==> config.mk <==
export PLATFORM = sky130hd
export DESIGN_NAME = div_ratio_monitor
export DESIGN_NICKNAME = d
export VERILOG_FILES = /design/src/rtl/div_mon_pkg.sv /design/src/rtl/div_ratio_monitor_rise_detect.sv /design/src/rtl/div_ratio_monitor.sv
export SDC_FILE = /design/constraint.sdc
export NUM_CORES = 1
export LEC_CHECK = 0
export ABC_CLOCK_PERIOD_IN_PS = 2400
export CAP_MARGIN = 20
export CORE_MARGIN = 3
export CORE_UTILIZATION = 55
export DETAILED_ROUTE_END_ITERATION = 7
export GPL_TIMING_DRIVEN = 0
export PLACE_DENSITY = 0.86
export REMOVE_ABC_BUFFERS = 1
export SLEW_MARGIN = 0
export SYNTH_ARGS = -nofsm -noshare
export SYNTH_HDL_FRONTEND = slang
export SYNTH_SLANG_ARGS = --single-unit
==> constraint.sdc <==
create_clock -name clk_i -period 2.4 [get_ports clk_i]
set_input_delay 0.48 -clock clk_i [delete_from_list [all_inputs] [get_ports clk_i]]
set_output_delay 0.48 -clock clk_i [all_outputs]
set_load 0.01 [all_outputs]
==> src/rtl/div_mon_pkg.sv <==
`default_nettype none
// ============================================================================
// Module   : div_mon_pkg
// Purpose  : Shared state type, default counter width and duty-match helper
//            for the divided-clock ratio monitor.
// Revision : 1.0 - initial release
// ============================================================================
package div_mon_pkg;

    typedef enum logic [1:0] {
        IDLE    = 2'd0,
        ACQUIRE = 2'd1,
        LOCKED  = 2'd2
    } div_mon_state_e;

    localparam int DEF_CNT_W = 8;

    // Odd ratios cannot split evenly, so either neighbour of ratio/2 is accepted.
    function automatic logic duty_match(input int unsigned high, input int unsigned ratio);
        if ((ratio % 2) == 0) begin
            return (high == ratio / 2);
        end
        return (high == ratio / 2) || (high == ratio / 2 + 1);
    endfunction

endpackage : div_mon_pkg
`default_nettype wire

==> src/rtl/div_ratio_monitor_rise_detect.sv <==
`default_nettype none
// ============================================================================
// Module   : rise_detect
// Purpose  : Two-flop sampler for the divided clock with a registered rise
//            pulse and a level output aligned to that pulse.
// Revision : 1.0 - initial release
// ============================================================================
module rise_detect (
    input  logic clk_i,
    input  logic rst_i,
    input  logic d_i,
    output logic rise_o,
    output logic lvl_o
);

    logic r_s1;
    logic r_s2;
    logic r_rise;

    always_ff @(posedge clk_i) begin
        if (rst_i) begin
            r_s1   <= 1'b0;
            r_s2   <= 1'b0;
            r_rise <= 1'b0;
        end else begin
            r_s1   <= d_i;
            r_s2   <= r_s1;
            r_rise <= r_s1 & ~r_s2;
        end
    end

    assign rise_o = r_rise;
    // The rise pulse lags s1 by one cycle, so s2 is the level that lines up with it.
    assign lvl_o  = r_s2;

endmodule : rise_detect
`default_nettype wire

==> src/rtl/div_ratio_monitor.sv <==
`default_nettype none
// ============================================================================
// Module   : div_ratio_monitor
// Purpose  : Measures period and high time of a divided clock in master-clock
//            cycles, tracks lock against the expected ratio, flags errors.
// Revision : 1.0 - initial release
// ============================================================================
module div_ratio_monitor
    import div_mon_pkg::*;
#(
    parameter int CNT_W     = DEF_CNT_W,
    parameter int EXP_RATIO = 4,
    parameter int LOCK_CNT  = 3
) (
    input  logic             clk_i,
    input  logic             rst_i,
    input  logic             div_clk_i,
    input  logic             clr_err_i,
    output logic [CNT_W-1:0] period_o,
    output logic [CNT_W-1:0] high_o,
    output logic [CNT_W-1:0] low_o,
    output logic             period_vld_o,
    output logic             locked_o,
    output logic             err_o,
    output logic             stall_o
);

    localparam int               MC_W       = (LOCK_CNT < 2) ? 1 : $clog2(LOCK_CNT + 1);
    localparam logic [CNT_W-1:0] c_SAT      = {CNT_W{1'b1}};
    localparam logic [CNT_W-1:0] c_ONE      = CNT_W'(1);
    localparam logic [CNT_W-1:0] c_PRE_SAT  = c_SAT - c_ONE;
    localparam logic [CNT_W-1:0] c_EXP      = CNT_W'(EXP_RATIO);
    localparam logic [MC_W-1:0]  c_LAST_MC  = MC_W'(LOCK_CNT - 1);

    logic                 w_rise;
    logic                 w_lvl;
    logic                 w_match;
    logic                 w_measure;
    logic                 w_stall;
    logic                 w_err_set;
    div_mon_state_e       w_state_nxt;
    logic [MC_W-1:0]      w_match_cnt_nxt;

    div_mon_state_e       r_state;
    logic [MC_W-1:0]      r_match_cnt;
    logic [CNT_W-1:0]     r_per_cnt;
    logic [CNT_W-1:0]     r_hi_cnt;
    logic [CNT_W-1:0]     r_period;
    logic [CNT_W-1:0]     r_high;
    logic [CNT_W-1:0]     r_low;
    logic                 r_vld;
    logic                 r_locked;
    logic                 r_err;
    logic                 r_stall;

    rise_detect u_rise_detect (
        .clk_i  (clk_i),
        .rst_i  (rst_i),
        .d_i    (div_clk_i),
        .rise_o (w_rise),
        .lvl_o  (w_lvl)
    );

    always_ff @(posedge clk_i) begin
        if (rst_i) begin
            r_per_cnt <= '0;
            r_hi_cnt  <= '0;
        end else if (w_rise) begin
            r_per_cnt <= c_ONE;
            r_hi_cnt  <= c_ONE;
        end else begin
            if (r_per_cnt != c_SAT) begin
                r_per_cnt <= r_per_cnt + c_ONE;
            end
            if (w_lvl && (r_hi_cnt != c_SAT)) begin
                r_hi_cnt <= r_hi_cnt + c_ONE;
            end
        end
    end

    // A saturated period can never equal the expected ratio, so it always mismatches.
    assign w_match   = (r_per_cnt == c_EXP) && duty_match(32'(r_hi_cnt), 32'(EXP_RATIO));
    assign w_measure = w_rise && (r_state != IDLE);
    assign w_stall   = !w_rise && (r_per_cnt == c_PRE_SAT) && (r_state != IDLE);

    always_ff @(posedge clk_i) begin
        if (rst_i) begin
            r_state <= IDLE;
        end else begin
            r_state <= w_state_nxt;
        end
    end

    always_comb begin
        w_state_nxt     = r_state;
        w_match_cnt_nxt = r_match_cnt;
        w_err_set       = 1'b0;
        case (r_state)
            IDLE: begin
                if (w_rise) begin
                    w_state_nxt     = ACQUIRE;
                    w_match_cnt_nxt = '0;
                end
            end
            ACQUIRE: begin
                if (w_stall) begin
                    w_state_nxt     = IDLE;
                    w_match_cnt_nxt = '0;
                end else if (w_rise) begin
                    if (!w_match) begin
                        w_match_cnt_nxt = '0;
                    end else if (r_match_cnt == c_LAST_MC) begin
                        w_state_nxt     = LOCKED;
                        w_match_cnt_nxt = '0;
                    end else begin
                        w_match_cnt_nxt = r_match_cnt + MC_W'(1);
                    end
                end
            end
            LOCKED: begin
                if (w_stall) begin
                    w_state_nxt     = IDLE;
                    w_match_cnt_nxt = '0;
                    w_err_set       = 1'b1;
                end else if (w_rise && !w_match) begin
                    w_state_nxt     = ACQUIRE;
                    w_match_cnt_nxt = '0;
                    w_err_set       = 1'b1;
                end
            end
            default: begin
                w_state_nxt     = IDLE;
                w_match_cnt_nxt = '0;
            end
        endcase
    end

    always_ff @(posedge clk_i) begin
        if (rst_i) begin
            r_match_cnt <= '0;
            r_period    <= '0;
            r_high      <= '0;
            r_low       <= '0;
            r_vld       <= 1'b0;
            r_locked    <= 1'b0;
            r_err       <= 1'b0;
            r_stall     <= 1'b0;
        end else begin
            r_match_cnt <= w_match_cnt_nxt;
            r_vld       <= w_measure;
            r_stall     <= w_stall;
            r_locked    <= (w_state_nxt == LOCKED);
            if (w_measure) begin
                r_period <= r_per_cnt;
                r_high   <= r_hi_cnt;
                r_low    <= r_per_cnt - r_hi_cnt;
            end
            // A new error outranks a simultaneous clear so it is never lost.
            if (w_err_set) begin
                r_err <= 1'b1;
            end else if (clr_err_i) begin
                r_err <= 1'b0;
            end
        end
    end

    assign period_o     = r_period;
    assign high_o       = r_high;
    assign low_o        = r_low;
    assign period_vld_o = r_vld;
    assign locked_o     = r_locked;
    assign err_o        = r_err;
    assign stall_o      = r_stall;

endmodule : div_ratio_monitor
`default_nettype wire

Word level (Yosys, flattened, before mapping)
Cells that the tools add are included.
{"block": "word_totals", "ff_bits": 51, "inputBits": 4, "out_inout_bits": 28, "word_cells": 74}
{"block": "op_classes", "n_addsub": 4, "n_eq_ne": 12, "muxes": 25, "bitwise_logic": 2, "reduce_logical": 15}
{"operator": "2-to-1 mux 2 bit", "count": 14}
{"operator": "adder 8 x 1 -> 8 bit, second input constant", "count": 2}
{"operator": "inequality test 8 bit, second input constant", "count": 2}
{"operator": "one-hot mux 2 bit (3 select lines)", "count": 2}
{"operator": "2-to-1 mux 1 bit", "count": 9}
{"operator": "== test 8 x 2 -> 1 bit, second input constant", "count": 1}
{"operator": "== test 8 x 3 -> 1 bit, second input constant", "count": 1}
{"operator": "== test 8 bit, second input constant", "count": 1}
{"operator": "nonzero test 2 bit", "count": 4}
{"operator": "subtractor 8 bit", "count": 1}
{"operator": "== test 2 bit, second input constant", "count": 3}
{"operator": "logical AND 1 bit", "count": 6}
{"operator": "inequality test 3 x 2 -> 1 bit, second input constant", "count": 1}
{"operator": "inequality test 3 bit, second input constant", "count": 1}
{"operator": "AND reduction 3 bit", "count": 1}
{"operator": "adder 2 x 1 -> 2 bit, second input constant", "count": 1}
{"operator": "== test 2 x 1 -> 1 bit, second input constant", "count": 1}
{"operator": "zero test 1 bit", "count": 2}
{"operator": "zero test 2 bit", "count": 1}
{"operator": "inequality test 2 x 1 -> 1 bit, second input constant", "count": 1}
{"operator": "OR reduction 2 bit", "count": 1}
{"operator": "bitwise AND 1 bit", "count": 1}
{"operator": "NOT 1 bit", "count": 1}

Logic depth before layout (Yosys ltp)
Gate-level depths: netlist (run 1).
{"block": "depth", "word_depth": 8, "ltp_mapped": 7}

Hierarchy
Synthesis (run 1) repeated with hierarchy kept, for this count alone.
{"block": "hier_totals", "hier_cells": 288, "area_unflattened_um2": 2482.4}
{"mod": "div_ratio_monitor", "instances": 1, "cells_each": 282, "area_per_inst_um2": 2397.3, "seq_area_each_um2": 960.9}
{"mod": "rise_detect", "instances": 1, "cells_each": 6, "area_per_inst_um2": 85.1, "seq_area_each_um2": 60.1}

Least setup slack after synthesis (run 1)
No wires, ideal clock.
{"block": "synth_path", "path_kind": "register -> register", "startpoint": "register r_per_cnt[0]", "endpoint": "register r_low[4], in the netlist low_o[4]", "arrival_time_ps": 1598, "t_required_ps": 2299, "slack_ps": 701, "path_stages_with_launch": 8, "n_path_buf": 0, "path_cell_list": "dfxtp_1 > inv_1 > ha_1 > fa_1 > nor2b_1 > o21a_1 > nor3_1 > o41ai_1"}
{"block": "synth_between", "elab_chain_len": 1}
{"item": "start, declared", "line": "div_ratio_monitor.sv:46", "rtl": "logic [CNT_W-1:0] r_per_cnt;"}
{"item": "start signal, assigned", "line": "div_ratio_monitor.sv:69", "rtl": "r_per_cnt <= c_ONE;"}
{"item": "start signal, assigned", "line": "div_ratio_monitor.sv:73", "rtl": "r_per_cnt <= r_per_cnt + c_ONE;"}
{"item": "subtractor 8 bit", "line": "div_ratio_monitor.sv:156", "rtl": "r_low <= r_per_cnt - r_hi_cnt;"}
{"item": "end signal, assigned", "line": "div_ratio_monitor.sv:156"}
{"item": "end, declared", "line": "div_ratio_monitor.sv:50", "rtl": "logic [CNT_W-1:0] r_low;"}
Every way passes these cells.
A chain may end at the register's enable or synchronous reset.

Worst setup path after layout (run 1)
Ends and elaborated chain as after synthesis.

==> results.toml, run 1 <==
[outcome]
status = "complete, no violations"

[sta]
rsz0062_at_grt = "false"
setup-tns-final_ns = 0
setup_ws_ns = 0.435
timing_hold_violations_final = 0
hold_ws_ns = 0.455
fin_crit_sh = 0.819
max_freq_mhz = 509
finClkSkew_ns = 0.00435
period_minus_slack_ns = 1.96
worst_slew_margin_rel = 0.358
final_max_slew_viol_count = 0
tightest_slew_ns = 0.962
setup_violations = 0

[worst_setup_path]
critPathArrivalTime_ns = 2.17
cp-end-kind = "flip-flop"
slowest_stage = "dfxtp_1"
start_kind = "flip-flop"
slowest_delay_ns = 0.45
cp_cell_sequence = "inv_1 -> ha_1 -> fa_1 -> nor2b_1 -> o21a_1 -> nor3_1 -> o41ai_1"
crit_type = "reg2reg"
worstPathMaxFanout = 6
required_ns = 2.60
crit_family = "adder cells"
crit_buf_inv = 1

[synth]
yosys_warnings = 0
synthTopCellsByArea = "dfxtp_1, nand2_1, ha_1, a21oi_1, xnor2_1"
syn_avg_cell_area_um2 = 8.63
ys_ff_latch = 51
synth_top_area_frac = 0.414
synth-edff-count = 0
mappedNetlistArea_mm2 = 0.00247
syn_inst = 286
ys_seq_area_frac = 0.414
synthFlopType = "dfxtp_1"
ys_async_sr_fraction = 0
synth.distinct_cells = 53
synth_area_leader_cell = "dfxtp_1"

[finish]
fin_area_mm2 = 0.00289
syn2layout_area_growth_pct = 17.0
n_antenna_cell = 0
fin_nets = 328
drive_gt1_frac = 0.0545
layoutNonFillerInstCount = 362

[placement]
dpl_cell_area_mm2 = 0.00280
dp_hpwl_um = 3620
io_buffers = 31
dp_slack_ns = -0.229
dp_cells = 354
gp_congestion = 0.853

[clock_network]
ctsHoldBuffers = 0
clockRootBuffer = "clkbuf_8"
cts_tree = "built"
clk_latency_ns = 0.30
cts_buffers = 5
path_clk_slew_ns = 0.08
cts.sinks = 51
h-tree-depth = 2
clock_path_buffers = 2

[global_routing]
grt_usage = 0.199
grt_pass1_vias = 1845
grt_overflow = 0
grt_max_degree = 25
grt_pass1_wl_um = 8320
antenna_found_initial = 0

[detailed_routing]
via_per_inst = 5.77
first_iter_violations = 111
drtPass1Iterations = 4
ant_nets = 0
drc_errors = 0
routed_wl_um = 5090
routedWlPerCell_um = 14.0
num_vias = 2088

[die]
num_rows = 23
die_width_um = 73.0
initial_core_util = 0.591
dieArea_mm2 = 0.00533
die_h_um = 73.0
core_mm2 = 0.00417
pin_count = 32

[job]
maxCapViolations = 0

[hold_path]
hold_class = "reg2reg"

[pwr]
p_leak_nw = 0.991
worst_ir_drop_vdd_uv = 369
power_density_mw_per_mm2 = 509
==> where the power goes <==
group | total [mW] | switching, mW | internal [mW]
registers | 0.873 | 0.0170 | 0.856
clock network | 0.477 | 0.272 | 0.205
logic | 0.121 | 0.0685 | 0.0524
total | 1.47 | 0.357 | 1.11
==> cell usage in the layout, fill, tap and decap left out, types with 2 or more instances in the layout <==
cell and n:
nand4_1 3, a21oi_1 27, or4_1 2, o211ai_1 6, o21a_1 6, mux2i_1 2
clkdlybuf4s50_1 30, nand3_1 11, o31a_1 2, dfxtp_1 51, and3_1 3, nor3_1 6
o21ai_1 3, nor2_1 16, nor2b_1 4, clkbuf_8 5, nor4_1 2, nand2_1 42
ha_1 12, nor4b_1 3, nor3b_1 2, and4_1 2, xnor2_1 9, inv_1 16
o21ai_0 7, clkbuf_1 2, nand4b_1 2, a211oi_1 4, o221ai_1 2, a31oi_1 2
nand4bb_1 2
==> cells in the mapped netlist, types with 3 or more instances <==
master / count
nand4_1: 3
nand2_1: 42
xnor2_1: 9
ha_1: 12
nor4b_1: 3
inv_1: 16
nand3_1: 11
nor2b_1: 4
o21ai_1: 3
nor3_1: 6
buf_6: 3
a21oi_1: 27
and3_1: 3
dfxtp_1: 51
nor2_1: 17
a211oi_1: 4
o211ai_1: 6
o21ai_0: 8
o21a_1: 6
clkbuf_1: 8
==> registers in the layout, indices dropped and copies added (netlist names) <==
name                  flops
high_o                    8
low_o                     8
period_o                  8
r_hi_cnt                  8
r_per_cnt                 8
r_match_cnt               2
r_state                   2
err_o                     1
locked_o                  1
period_vld_o              1
stall_o                   1
u_rise_detect.lvl_o       1
u_rise_detect.r_s1        1
u_rise_detect.rise_o      1
==> logic make-up after synthesis <==
family / after synthesis / synth area share
compound gates: 69 / 0.177
xor+xnor: 10 / 0.0355
fa+ha+maj: 13 / 0.0690
buf+inv: 31 / 0.0588
flops: 51 / 0.414
mux: 2 / 0.00811
simple gates: 110 / 0.237
==> worst min-delay path, delay by kind of cell, from the launching register on <==
kind / cells / cell delay [ns]
AO/OA/AOI/OAI: 1 / 0.05
flip-flops: 1 / 0.31
AND/OR/NAND/NOR: 1 / 0.05
==> repair_timing <==
item | 4_1_cts | 5_1_grt
gates resized for setup | 0 | 1
buffers inserted | 0 | 0
setup endpoints to repair | 0 | 6
==> per-stage QoR <==
step | util | power [mW]
final | 0.692 | 1.47
after global routing | 0.692 | 1.53
after CTS | 0.691 | 1.49
after detailed placement | 0.672 | 1.01
after global placement | 0.660 | 1.00
after floorplan | - | 0.964
==> cell type report <==
type | instances | area, um2
Clock buffer | 7 | 76.3
Clock inverter | 1 | 5.00
Fill cell | 341 | 1280
Inverter | 16 | 60.1
Multi-Input combinational cell | 204 | 1310
Sequential cell | 51 | 1020
Tap cell | 50 | 62.6
Timing Repair Buffer | 33 | 355
==> layer usage <==
metal | up-vias | global-route usage | wire, um | part of all wire
met5 | - | 0 | 0 | 0
met4 | 0 | 0.0881 | 68 | 0.013
met3 | 4 | 0.0427 | 242 | 0.048
met2 | 52 | 0.318 | 2440 | 0.48
met1 | 962 | 0.256 | 2340 | 0.46
li1 | 1070 | - | - | -
==> path summary, 6_finish.rpt <==
path                                    from     endpoint  slack (ns)  cells past startpoint
worst max-delay path            r_per_cnt[0]     low_o[4]        0.44                      7
worst min-delay path             period_o[3]  period_o[3]        0.45                      2
worst max register to register  r_per_cnt[0]     low_o[4]        0.44                      7
worst min register to register   period_o[3]  period_o[3]        0.45                      2
(Power assumes the default switching activity.)
==> run 2, diff against run 1 <==
--- a/config.mk
+++ b/config.mk
@@ -5,7 +5,7 @@
 export SDC_FILE = /design/constraint.sdc
 export NUM_CORES = 1
 export LEC_CHECK = 0
-export ABC_CLOCK_PERIOD_IN_PS = 2400
+export ABC_CLOCK_PERIOD_IN_PS = 2000
 export CAP_MARGIN = 20
 export CORE_MARGIN = 3
 export CORE_UTILIZATION = 55
==> constraint.sdc (replaced) <==
create_clock -name clk_i -period 2 [get_ports clk_i]
set_input_delay 0.4 -clock clk_i [delete_from_list [all_inputs] [get_ports clk_i]]
set_output_delay 0.4 -clock clk_i [all_outputs]
set_load 0.01 [all_outputs]
==> run 2 against run 1 <==
  * Setup slack lost 0.31 ns
  * Sequential power increased by 20%
  * Critical path depth unchanged
  * Worst hold slack barely moved
  * Combinational power increased by 20%
  * Critical path type unchanged
==> results.toml, run 2 (synthesized netlist as in run 1, its figures left out) <==
[outcome]
status = "complete, no violations"

[sta]
fin_crit_sh = 0.938
rsz0062_at_grt = "false"
worst_slew_margin_rel = 0.539
final_max_slew_viol_count = 0
timing_hold_violations_final = 0
max_freq_mhz = 533
hold_ws_ns = 0.455
finClkSkew_ns = 0.00553
setup-tns-final_ns = 0
period_minus_slack_ns = 1.88
setup_violations = 0
tightest_slew_ns = 0.691

[clock_network]
h-tree-depth = 2
cts.sinks = 51
path_clk_slew_ns = 0.09
cts_buffers = 5
clockRootBuffer = "clkbuf_8"
clk_latency_ns = 0.30
cts_tree = "built"
clock_path_buffers = 2

[worst_setup_path]
crit_type = "reg2reg"
rr_endpoint = "low_o[4]"
start_kind = "flip-flop"
r2r_slack_ns = 0.12
slowest_stage = "fa_1"
r2r-start = "r_per_cnt[0]"
critPathArrivalTime_ns = 2.08
slowest_delay_ns = 0.41
required_ns = 2.20
cp_cell_sequence = "inv_1 -> ha_1 -> fa_1 -> nor2b_1 -> o21a_1 -> nor3_1 -> o41ai_1"
worstPathMaxFanout = 6
cp-end-kind = "flip-flop"
rr_worst_depth = 7

[finish]
drive_gt1_frac = 0.0609
fin_nets = 328
fin_area_mm2 = 0.00289
final_common_cell = "dfxtp_1"
post-route-util = 0.693
n_antenna_cell = 0
layout_common_cells = "dfxtp_1, nand2_1, clkdlybuf4s50_1, a21oi_1"
syn2layout_area_growth_pct = 17.2

[global_routing]
grt_usage = 0.199
grt_overflow = 0
grt_pass1_vias = 1845
antenna_found_initial = 0
grt_pass1_wl_um = 8320
grt_max_degree = 25

[detailed_routing]
drtPass1Iterations = 4
ant_nets = 0
via_per_inst = 5.81
drc_errors = 0
routedWlPerCell_um = 14.1
first_iter_violations = 127
num_vias = 2102
routed_wl_um = 5100

[hold_path]
hp-start = "period_o[3]"
hold-path-cell-count = 2
min_to = "period_o[3]"
hold_class = "reg2reg"

[pwr]
p_leak_nw = 0.983
worst_ir_drop_vdd_uv = 442
power_density_mw_per_mm2 = 611
power_mw = 1.77

[die]
num_rows = 23
core_mm2 = 0.00417
pin_count = 32
die_width_um = 73.0
die_h_um = 73.0
dieArea_mm2 = 0.00533
initial_core_util = 0.591

[placement]
gp_congestion = 0.853
io_buffers = 31
dpl_cell_area_mm2 = 0.00280
dp_hpwl_um = 3620

[job]
maxCapViolations = 0
[run 2: report_power, final]
| group | switching (mW) | internal (mW) | total [mW] |
|---|---|---|---|
| Clock | 0.328 | 0.246 | 0.574 |
| Combinational | 0.0829 | 0.0626 | 0.145 |
| Sequential | 0.0203 | 1.03 | 1.05 |
| Total | 0.431 | 1.34 | 1.77 |
[run 2: critical path, delay by kind of cell, from the launching register on]
family | cells | cell delay (ns)
AOI/OAI and AO/OA | 2 | 0.44
DFF | 1 | 0.39
and+or+nand+nor | 2 | 0.19
buffers and inverters | 1 | 0.09
adders and majority gates | 2 | 0.65
[run 2: metal layers]
layer | track usage | vias to the layer above | routed length [um] | part of all wire
met5 | 0 | - | 0 | 0
met4 | 0.0881 | 0 | 71 | 0.014
met3 | 0.0427 | 4 | 230 | 0.045
met2 | 0.318 | 50 | 2430 | 0.48
met1 | 0.256 | 975 | 2370 | 0.46
li1 | - | 1073 | - | -
[run 2: final cells by class]
| type | instances | area, um2 |
|---|---|---|
| multi-input cells | 204 | 1320 |
| repair buffers | 33 | 352 |
| clock inverters | 1 | 5.00 |
| clock buffers | 7 | 76.3 |
| well taps | 50 | 62.6 |
| inverters | 16 | 60.1 |
| flip-flops and latches | 51 | 1020 |
| fillers | 340 | 1280 |
[run 2: repair_timing]
item | CTS | global route
resized for setup | 1 | 3
endpoints found under the setup margin | 15 | 5
hold buffers | 0 | 0
gates cloned | 0 | 0
setup buffers | 0 | 0
[run 2: worst max path at each step]
| stage | startpoint | to | slack, ns | cells past startpoint |
|---|---|---|---|---|
| 2_1_floorplan | r_state[1] | low_o[6] | -0.45 | 4 |
| 3_3_place_gp | r_state[1] | low_o[5] | -1.33 | 4 |
| 3_5_place_dp | rst_i | r_hi_cnt[1] | -0.55 | 5 |
| 4_1_cts | r_per_cnt[0] | low_o[4] | 0.04 | 7 |
| 5_1_grt | r_per_cnt[0] | low_o[4] | 0.002 | 7 |
| 6_report | r_per_cnt[0] | low_o[4] | 0.12 | 7 |
[run 2: per-stage QoR]
| step | setup WS, ns | instances |
|---|---|---|
| global route | 0.00207 | 362 |
| finish | 0.124 | 362 |
| global placement | -1.33 | 352 |
| CTS | 0.0403 | 362 |
| floorplan | -0.446 | 271 |
| detailed placement | -0.549 | 354 |
==> run 3, diff against run 2 <==
--- a/config.mk
+++ b/config.mk
@@ -8,10 +8,11 @@
 export ABC_CLOCK_PERIOD_IN_PS = 2000
 export CAP_MARGIN = 20
 export CORE_MARGIN = 3
-export CORE_UTILIZATION = 55
+export CORE_UTILIZATION = 62
 export DETAILED_ROUTE_END_ITERATION = 7
+export DONT_BUFFER_PORTS = 1
 export GPL_TIMING_DRIVEN = 0
-export PLACE_DENSITY = 0.86
+export PLACE_DENSITY = 0.84
 export REMOVE_ABC_BUFFERS = 1
 export SLEW_MARGIN = 0
 export SYNTH_ARGS = -nofsm -noshare
==> run 3 against run 2 <==
  * Global-route usage up 1.5 points
  * Cell area fell by 11%
  * Combinational power fell by 19%
  * Final cell count shrank 9.1%
  * Clock skew decreased by 0.00078 ns
  * Total power increased by 1.3%
  * Largest cell class unchanged
  * Sequential share of layout area is 4.3 points higher
  * First-iteration DRC count fell by 14%
  * Non-clock buffer count shrank 31
==> results.toml, run 3 (synthesized netlist as in run 1, its figures left out) <==
[sta]
finClkSkew_ns = 0.00475
tightest_slew_ns = 0.540
fin_crit_sh = 0.952
setup_ws_ns = 0.0952
period_minus_slack_ns = 1.90
timing_hold_violations_final = 0
setup-tns-final_ns = 0
worst_slew_margin_rel = 0.639
rsz0062_at_grt = "true"
setup_violations = 0
hold_ws_ns = 0.158
final_max_slew_viol_count = 0
max_freq_mhz = 525

[detailed_routing]
ant_nets = 0
routedWlPerCell_um = 14.7
drc_errors = 0
first_iter_violations = 109
num_vias = 2007
via_per_inst = 6.10
routed_wl_um = 4820
drtPass1Iterations = 5

[hold_path]
hold-path-cell-count = 1
min_to = "r_per_cnt[0]"
hp-start = "rst_i"
hold_class = "in2reg"

[global_routing]
grt_usage = 0.214
antenna_found_initial = 0
grt_pass1_vias = 1967
grt_pass1_wl_um = 8610
grt_overflow = 0
grt_max_degree = 37

[die]
initial_core_util = 0.659
num_rows = 22
die_width_um = 69.1
pin_count = 32
core_mm2 = 0.00374
die_h_um = 69.1
dieArea_mm2 = 0.00477

[pwr]
power_mw = 1.79
p_leak_nw = 0.876
worst_ir_drop_vdd_uv = 496
power_density_mw_per_mm2 = 694

[worst_setup_path]
start_kind = "flip-flop"
cp_cell_sequence = "inv_1 -> ha_1 -> or4_1 -> o22a_1 -> o211ai_1"
crit_family = "simple AND/OR/NAND/NOR gates"
crit_type = "reg2reg"
slowest_delay_ns = 0.57
crit_buf_inv = 1
worstPathMaxFanout = 7
cp-end-kind = "flip-flop"
critPathArrivalTime_ns = 2.13
r2r_slack_ns = 0.1
required_ns = 2.22
rr_worst_depth = 5
slowest_stage = "or4_1"
r2r-start = "r_hi_cnt[3]"
rr_endpoint = "low_o[7]"

[clock_network]
clk_latency_ns = 0.30
ctsHoldBuffers = 0
clockRootBuffer = "clkbuf_8"
cts_buffers = 5
cts.sinks = 51
clock_path_buffers = 2
cts_tree = "built"
h-tree-depth = 2
path_clk_slew_ns = 0.08

[outcome]
status = "complete, no violations"

[placement]
dp_cells = 320
io_buffers = 0
gp_congestion = 0.865
dp_hpwl_um = 3510
dp_slack_ns = 0.0496

[finish]
layout_common_cells = "dfxtp_1, nand2_1, a21oi_1, inv_1, nor2_1"
fin_nets = 297
layoutNonFillerInstCount = 329
drive_gt1_frac = 0.0676
syn2layout_area_growth_pct = 4.46
final_common_cell = "dfxtp_1"
n_antenna_cell = 0

[job]
maxCapViolations = 0
==> run 3: per-layer routing <==
metal,routed length (um),vias to the layer above,GRT usage
met2,2320,50,0.358
met4,69,0,0.0738
li1,-,1005,-
met3,235,8,0.0539
met5,0,-,0
met1,2200,944,0.266
==> run 3: final cells by class <==
type | count | area, um2
Clock buffer | 8 | 100
Fill cell | 322 | 1170
Tap cell | 48 | 60.1
Sequential cell | 51 | 1020
Inverter | 16 | 60.1
Multi-Input combinational cell | 204 | 1310
Timing Repair Buffer | 2 | 22.5
==> run 3: worst max path at each step <==
stage | from | slack [ns] | cells past startpoint | end
2_1_floorplan | r_state[1] | -0.45 | 4 | low_o[6]
3_3_place_gp | r_state[1] | -1.33 | 4 | low_o[6]
3_5_place_dp | r_per_cnt[0] | 0.05 | 7 | low_o[4]
4_1_cts | r_per_cnt[0] | 0.01 | 7 | low_o[4]
5_1_grt | r_per_cnt[0] | -0.002 | 7 | low_o[4]
6_report | r_hi_cnt[3] | 0.1 | 5 | low_o[7]
==> run 3: through the flow <==
stage	area, um2	util
floorplan	2380	-
global placement	2440	0.652
detailed placement	2460	0.658
CTS	2560	0.685
global route	2580	0.689
finish	2580	0.689
==> run 3: worst reg2reg max path: stages (launching register included) <==
cell and delay (ns):
dfxtp_1 0.47, inv_1 0.15, ha_1 0.30, or4_1 0.57, o22a_1 0.18, o211ai_1 0.16
==> run 3: report_power, final <==
group | internal [mW] | switching, mW
registers | 1.03 | 0.0207
clock network | 0.316 | 0.308
logic | 0.0495 | 0.0679
==> run 3: timing repair <==
action	CTS	global route
setup endpoints to repair	0	6
resized for setup	0	2
hold endpoints to repair	0	0
setup buffers	0	1
